===== src/rtl/btn_debounce_repeat.sv =====
// Push-button front end: 2-FF synchronizer, tick-sampled debounce filter and
// a press/auto-repeat pulse generator with registered outputs.
module btn_debounce_repeat #(
    parameter int SAMPLE_DIV   = 125000,
    parameter int STABLE_CNT   = 4,
    parameter int HOLD_TICKS   = 500,
    parameter int REPEAT_TICKS = 100,
    parameter bit REPEAT_EN    = 1'b1
) (
    input  logic CLK,
    input  logic RST,
    input  logic BTNIN,
    output logic BTNOUT,
    output logic LEVEL
);

    localparam int TW   = (SAMPLE_DIV > 1) ? $clog2(SAMPLE_DIV) : 1;
    localparam int SW   = $clog2(STABLE_CNT + 1);
    localparam int HMAX = (HOLD_TICKS > REPEAT_TICKS) ? HOLD_TICKS : REPEAT_TICKS;
    localparam int HW   = $clog2(HMAX + 1);

    localparam logic [TW-1:0] TICK_LAST   = TW'(SAMPLE_DIV - 1);
    localparam logic [SW-1:0] STABLE_LAST = SW'(STABLE_CNT - 1);
    localparam logic [HW-1:0] HOLD_LAST   = HW'(HOLD_TICKS - 1);
    localparam logic [HW-1:0] HOLD_SAT    = HW'(HOLD_TICKS);
    localparam logic [HW-1:0] REPEAT_LAST = HW'(REPEAT_TICKS - 1);

    typedef enum logic [1:0] {IDLE, HOLD, REPEAT} state_t;

    logic          sync1;
    logic          s_in;
    logic [TW-1:0] tick_cnt;
    logic          tick;
    logic [SW-1:0] stable_cnt;
    logic          level_nxt;
    logic [HW-1:0] hold_cnt;
    state_t        state;

    always_comb begin
        tick = (tick_cnt == TICK_LAST);
    end

    // Next LEVEL is looked ahead so the press pulse lands in the same cycle LEVEL rises.
    always_comb begin
        level_nxt = LEVEL;
        if (tick && (s_in != LEVEL) && (stable_cnt == STABLE_LAST)) begin
            level_nxt = s_in;
        end
    end

    always_ff @(posedge CLK) begin
        if (RST) begin
            sync1      <= 1'b0;
            s_in       <= 1'b0;
            tick_cnt   <= '0;
            stable_cnt <= '0;
            LEVEL      <= 1'b0;
        end else begin
            sync1    <= BTNIN;
            s_in     <= sync1;
            tick_cnt <= tick ? '0 : tick_cnt + 1'b1;
            if (tick) begin
                if (s_in != LEVEL) begin
                    stable_cnt <= (stable_cnt == STABLE_LAST) ? '0 : stable_cnt + 1'b1;
                end else begin
                    stable_cnt <= '0;
                end
            end
            LEVEL <= level_nxt;
        end
    end

    always_ff @(posedge CLK) begin
        if (RST) begin
            state    <= IDLE;
            hold_cnt <= '0;
            BTNOUT   <= 1'b0;
        end else begin
            BTNOUT <= 1'b0;
            if (LEVEL && !level_nxt) begin
                state    <= IDLE;
                hold_cnt <= '0;
            end else begin
                case (state)
                    IDLE: begin
                        if (!LEVEL && level_nxt) begin
                            BTNOUT   <= 1'b1;
                            state    <= HOLD;
                            hold_cnt <= '0;
                        end
                    end
                    HOLD: begin
                        // Without repeat the counter parks at HOLD_TICKS and stays there.
                        if (tick && (hold_cnt != HOLD_SAT)) begin
                            if ((hold_cnt == HOLD_LAST) && REPEAT_EN) begin
                                BTNOUT   <= 1'b1;
                                state    <= REPEAT;
                                hold_cnt <= '0;
                            end else begin
                                hold_cnt <= hold_cnt + 1'b1;
                            end
                        end
                    end
                    REPEAT: begin
                        if (tick) begin
                            if (hold_cnt == REPEAT_LAST) begin
                                BTNOUT   <= 1'b1;
                                hold_cnt <= '0;
                            end else begin
                                hold_cnt <= hold_cnt + 1'b1;
                            end
                        end
                    end
                    default: begin
                        state    <= IDLE;
                        hold_cnt <= '0;
                    end
                endcase
            end
        end
    end

endmodule


===== config.mk =====
export PLATFORM = sky130hd
export DESIGN_NAME = btn_debounce_repeat
export DESIGN_NICKNAME = d
export VERILOG_FILES = /design/src/rtl/btn_debounce_repeat.sv
export SDC_FILE = /design/constraint.sdc
export NUM_CORES = 1
export LEC_CHECK = 0
export ABC_CLOCK_PERIOD_IN_PS = 4300
export CAP_MARGIN = 20
export CORE_UTILIZATION = 45
export CTS_CLUSTER_DIAMETER = 40
export CTS_CLUSTER_SIZE = 28
export DETAILED_ROUTE_END_ITERATION = 10
export GPL_ROUTABILITY_DRIVEN = 0
export PLACE_DENSITY = 0.62
export SLEW_MARGIN = 30
export SYNTH_ARGS = -nofsm -noshare
export SYNTH_HDL_FRONTEND = slang
export SYNTH_SLANG_ARGS = --single-unit

===== constraint.sdc =====
create_clock -name CLK -period 4.3 [get_ports CLK]
set_input_delay 1.29 -clock CLK [delete_from_list [all_inputs] [get_ports CLK]]
set_output_delay 1.29 -clock CLK [all_outputs]
set_load 0.01 [all_outputs]

Yosys cells after proc, flatten, opt, wreduce, memory -nomap -nowiden
Cells that the tools add are included.

storage, ports and cells
  bits of input ports = 3
  memory bits (writable) = 0
  logic and storage cells = 55
  bits in registers = 35
  latch bits = 0
  memories = 0
  bits in read-only memories = 0
  output and inout port bits = 2

cells by class
  div/mod/pow operators = 0
  shift-type cells = 0
  bitwise operators = 1
  add/sub/neg operators = 3
  multiply operators = 0
  magnitude comparators = 0
  reductions and logical operators = 12
  muxes and demuxes = 19
  eq/ne operators = 12

operators with widths
  kind                     count
  $mux W9                  5
  $pmux W9 S3              1
  $add A17 B1 Y17 const B  1
  $eq A17 B17 Y1 const B   1
  $add A9 B1 Y9 const B    1
  $eq A9 B7 Y1 const B     1
  $eq A9 B9 Y1 const B     1
  $ne A9 B9 Y1 const B     1
  $ne A2 B2 Y1 const B     4
  $mux W1                  6
  $mux W2                  3
  $mux W3                  2
  $pmux W2 S3              1
  $logic_and A1 B1 Y1      5
  $reduce_and A4 Y1        1
  $reduce_or A2 Y1         2
  $add A3 B1 Y3 const B    1
  $eq A3 B2 Y1 const B     1
  $pmux W1 S3              1
  $reduce_and A3 Y1        1
  $eq A2 B1 Y1 const B     1
  $eq A2 B2 Y1 const B     1
  $logic_not A1 Y1         2
  $logic_not A2 Y1         1
  other kinds (2)          2

Longest topological paths before layout
  depth after elaboration = 7
  gate-level depth with buffers = 7
  gate-level depth less buffers = 7

Worst setup path after synthesis
Ideal clock, no wire load.

  path kind = input to register
  start point = input RST
  end point = register hold_cnt[8]
  data arrival time = 2.283 ns
  setup slack = 1.943 ns
  stages = 4
  path buffers = 1
  data required time = 4.227 ns
  setup time = 0.073 ns
  cells stage by stage = clkbuf_1 > a31o_1 > or4_1 > o22ai_2

on the way
  word-level cells in the longest chain between the ends = 1

ends and longest elaborated chain
  element                     RTL line  source
  from (decl)                 11        input logic RST,
  $reduce_or A2 Y1 (no line)  --
  to (signal assigned)        100       hold_cnt <= hold_cnt + 1'b1;
  to (signal assigned)        110       hold_cnt <= hold_cnt + 1'b1;
  to (decl)                   36        logic [HW-1:0] hold_cnt;

No other way between the ends.
A chain may end at the register's enable or synchronous reset.

Worst setup path after layout
Ends and elaborated chain as after synthesis.

==> impl_metrics.yaml <==
run_status:
  status: "completed"
floorplan:
  fp-row-count: 23
  core_area_um2: 4090
  die_h_um: 67.7
  start_util_pct: 47.6
  io_pins: 5
  die-area_um2: 4590
  die_w_um: 67.7
global_route:
  grt_pass1_vias: 1394
  top_usage_layer: "met2"
  groute.usage.overall_pct: 18.2
  grt_use_met2_pct: 30.0
  antenna_found_initial: 0
  met3_usage_pct: 5.07
  grt_overflow: 0
  met1_usage_pct: 22.2
  grt_pass1_wl_mm: 6.17
  grt_max_degree: 18
clock_network:
  cts_resized: 0
  clockRootBuffer: "clkbuf_8"
  cts_tree: "done"
  h-tree-depth: 2
  ctsHoldBuffers: 0
  clock_path_buffers: 2
  clk_pin_slew_ns: 0.08
  cts_sinks: 35
  clk_latency_ns: 0.29
  cts_made_buffers: 5
  post_cts_buffers: 0
layout:
  fin_area_um2: 2120
  antenna_cells: 0
  area_delta_synth_final_pct: 9.20
  final_common_cell: "dfxtp_1"
  fin_nets: 240
  drive_gt1_share_pct: 9.21
  final_cell_mix: "35 x dfxtp_1, 22 x nor2_1, 20 x nand2_1"
  stdcell_count: 278
routing:
  dr_total_vias: 1579
  initialDrtViolationCount: 76
  dr.pass1.iters: 4
  wl_mm: 3.89
  ant_nets: 0
  post-route-drc-count: 0
  via_per_inst: 5.68
  avgRoutedWirePerCell_um: 14.0
sta:
  hold_viol_final: 0
  setup_viol_count_final: 0
  hold_ws_ns: 0.460
  finalSetupTns_ns: 0
  period_share_pct: 63.9
  slew_viol_final: 0
  rsz0062_at_grt: "no"
  period_needed_ns: 2.75
  setup_ws_ns: 1.55
  final.setup_skew_ns: 0.00718
  fmax_ghz: 0.364
  max_slew.worst_pin.slew_ns: 0.852
  relSlewSlack_pct: 42.7
critical_path:
  worst_setup_path_end_kind: "flip-flop"
  max_stage_delay_ns: 0.57
  r2r-end: "hold_cnt[8]$_SDFFE_PP0P_"
  path_max_fanout: 12
  critPathRequiredTime_ns: 4.52
  cp-start-kind: "primary input"
  crit_start: "RST"
  reg2regPathDepth: 6
  rr_startpoint: "tick_cnt[0]$_SDFF_PP0_"
  r2r_setup_slack_ns: 2.13
  crit_type: "in -> reg"
  path_cells: "clkdlybuf4s50_1 -> a31o_1 -> or4_1 -> o22ai_2"
  crit_arrival_ns: 2.96
  slowest_stage: "or4_1"
synthesis:
  synth_cell_types: 51
  synthTopCellsByArea: "dfxtp_1 36%, ha_1 5.8%, nor2_1 4.2%"
  synth_fp_nets: 235
  netlist.area_leader.share_pct: 36.0
  yosysSeqAreaShare_pct: 36.0
  synth-edff-count: 0
  yosys.area.top_type: "dfxtp_1"
  post_synth.cell_area_avg_um2: 8.72
  async_reset_ff_share_pct: 0
  synth-seq-cells: 35
  yosysWarningCount: 0
  netlist_area_um2: 1940
  ys.flop_type: "dfxtp_1"
  syn_inst: 223
min_path:
  hold_path.class: "reg -> reg"
  hold_depth: 1
  hp-start: "sync1$_SDFF_PP0_"
  hold_end: "s_in$_SDFF_PP0_"
pwr:
  ir_worst_vdd_uv: 197
  p_per_area_nw_per_um2: 335
  p_leak_nw: 0.697
placed_design:
  numPortBuffers: 4
  placed_cell_area_um2: 2020
  dpl.hpwl_mm: 2.73
  pre_cts_slack_ns: 1.28
  placed_cells: 271
run:
  cap_violations: 0
[cell usage after synthesis (4+ instances only)]
master / number
a21oi_1: 11
a221oi_1: 6
and3_1: 4
dfxtp_1: 35
ha_1: 9
inv_1: 9
nand2_1: 20
nand2b_1: 4
nand3_1: 13
nand4_1: 7
nor2_1: 22
nor2b_1: 4
o22ai_1: 5
or3_1: 7
xnor2_1: 8
xor2_1: 8
[cell families (layout without fill, tap and decap cells)]
group                    after synthesis  count (layout)  synth area share (%)
AND/OR/NAND/NOR                      104             104                  30.7
AO/OA/AOI/OAI                         44              44                  17.0
flip-flops                            35              35                  36.0
XOR/XNOR                              16              16                  7.21
buffers and inverters                 15              20                  3.28
adder cells (fa/ha/maj)                9               9                  5.79
[worst max path at each step]
| stage | end | slack [ns] | cells past startpoint |
|---|---|---|---|
| 3_5_place_dp | hold_cnt[8]$_SDFFE_PP0P_ | 1.28 | 4 |
| 3_3_place_gp | hold_cnt[8]$_SDFFE_PP0P_ | 1.31 | 4 |
| 6_report | hold_cnt[8]$_SDFFE_PP0P_ | 1.55 | 4 |
| 4_1_cts | hold_cnt[8]$_SDFFE_PP0P_ | 1.57 | 4 |
| 5_1_grt | hold_cnt[8]$_SDFFE_PP0P_ | 1.50 | 4 |
| 2_1_floorplan | hold_cnt[8]$_SDFFE_PP0P_ | 1.94 | 4 |
[flip-flops by register name, indices dropped and copies added (netlist names)]
| register | cells |
|---|---|
| tick_cnt | 17 |
| state | 2 |
| s_in | 1 |
| hold_cnt | 9 |
| sync1 | 1 |
| BTNOUT | 1 |
| LEVEL | 1 |
| stable_cnt | 3 |
[critical path: cells and delay by family]
family	cells	cell delay (ns)
and+or+nand+nor	1	0.57
buffers and inverters	1	0.56
AOI/OAI and AO/OA	2	0.54
[per-layer routing]
metal / wire, um / part of all wire [%]
met1: 1940 / 50
met2: 1780 / 46
met5: 0 / 0
met3: 119 / 3.1
met4: 49 / 1.3
[final cells by class]
type | count | area, um2
multi-input combinational | 173 | 1180
tap | 50 | 62.6
clock buffer | 5 | 68.8
sequential | 35 | 701
fill | 389 | 1960
inverter | 9 | 33.8
clock inverter | 2 | 37.5
timing repair buffer | 4 | 40.0
[where the power goes]
part	total (mW)	internal [mW]	switching, mW
Combinational	0.0844	0.0365	0.0480
Clock	0.291	0.169	0.122
Sequential	0.335	0.330	0.00565
Total	0.711	0.536	0.175
[through the flow]
| step | util, % | power, mW |
|---|---|---|
| 3_5_place_dp | 49.4 | 0.426 |
| 4_1_cts | 52.0 | 0.720 |
| 6_report | 52.0 | 0.711 |
| 2_1_floorplan | - | 0.410 |
| 3_3_place_gp | 49.4 | 0.426 |
| 5_1_grt | 52.0 | 0.742 |
Power figures use the tool's default switching activity.
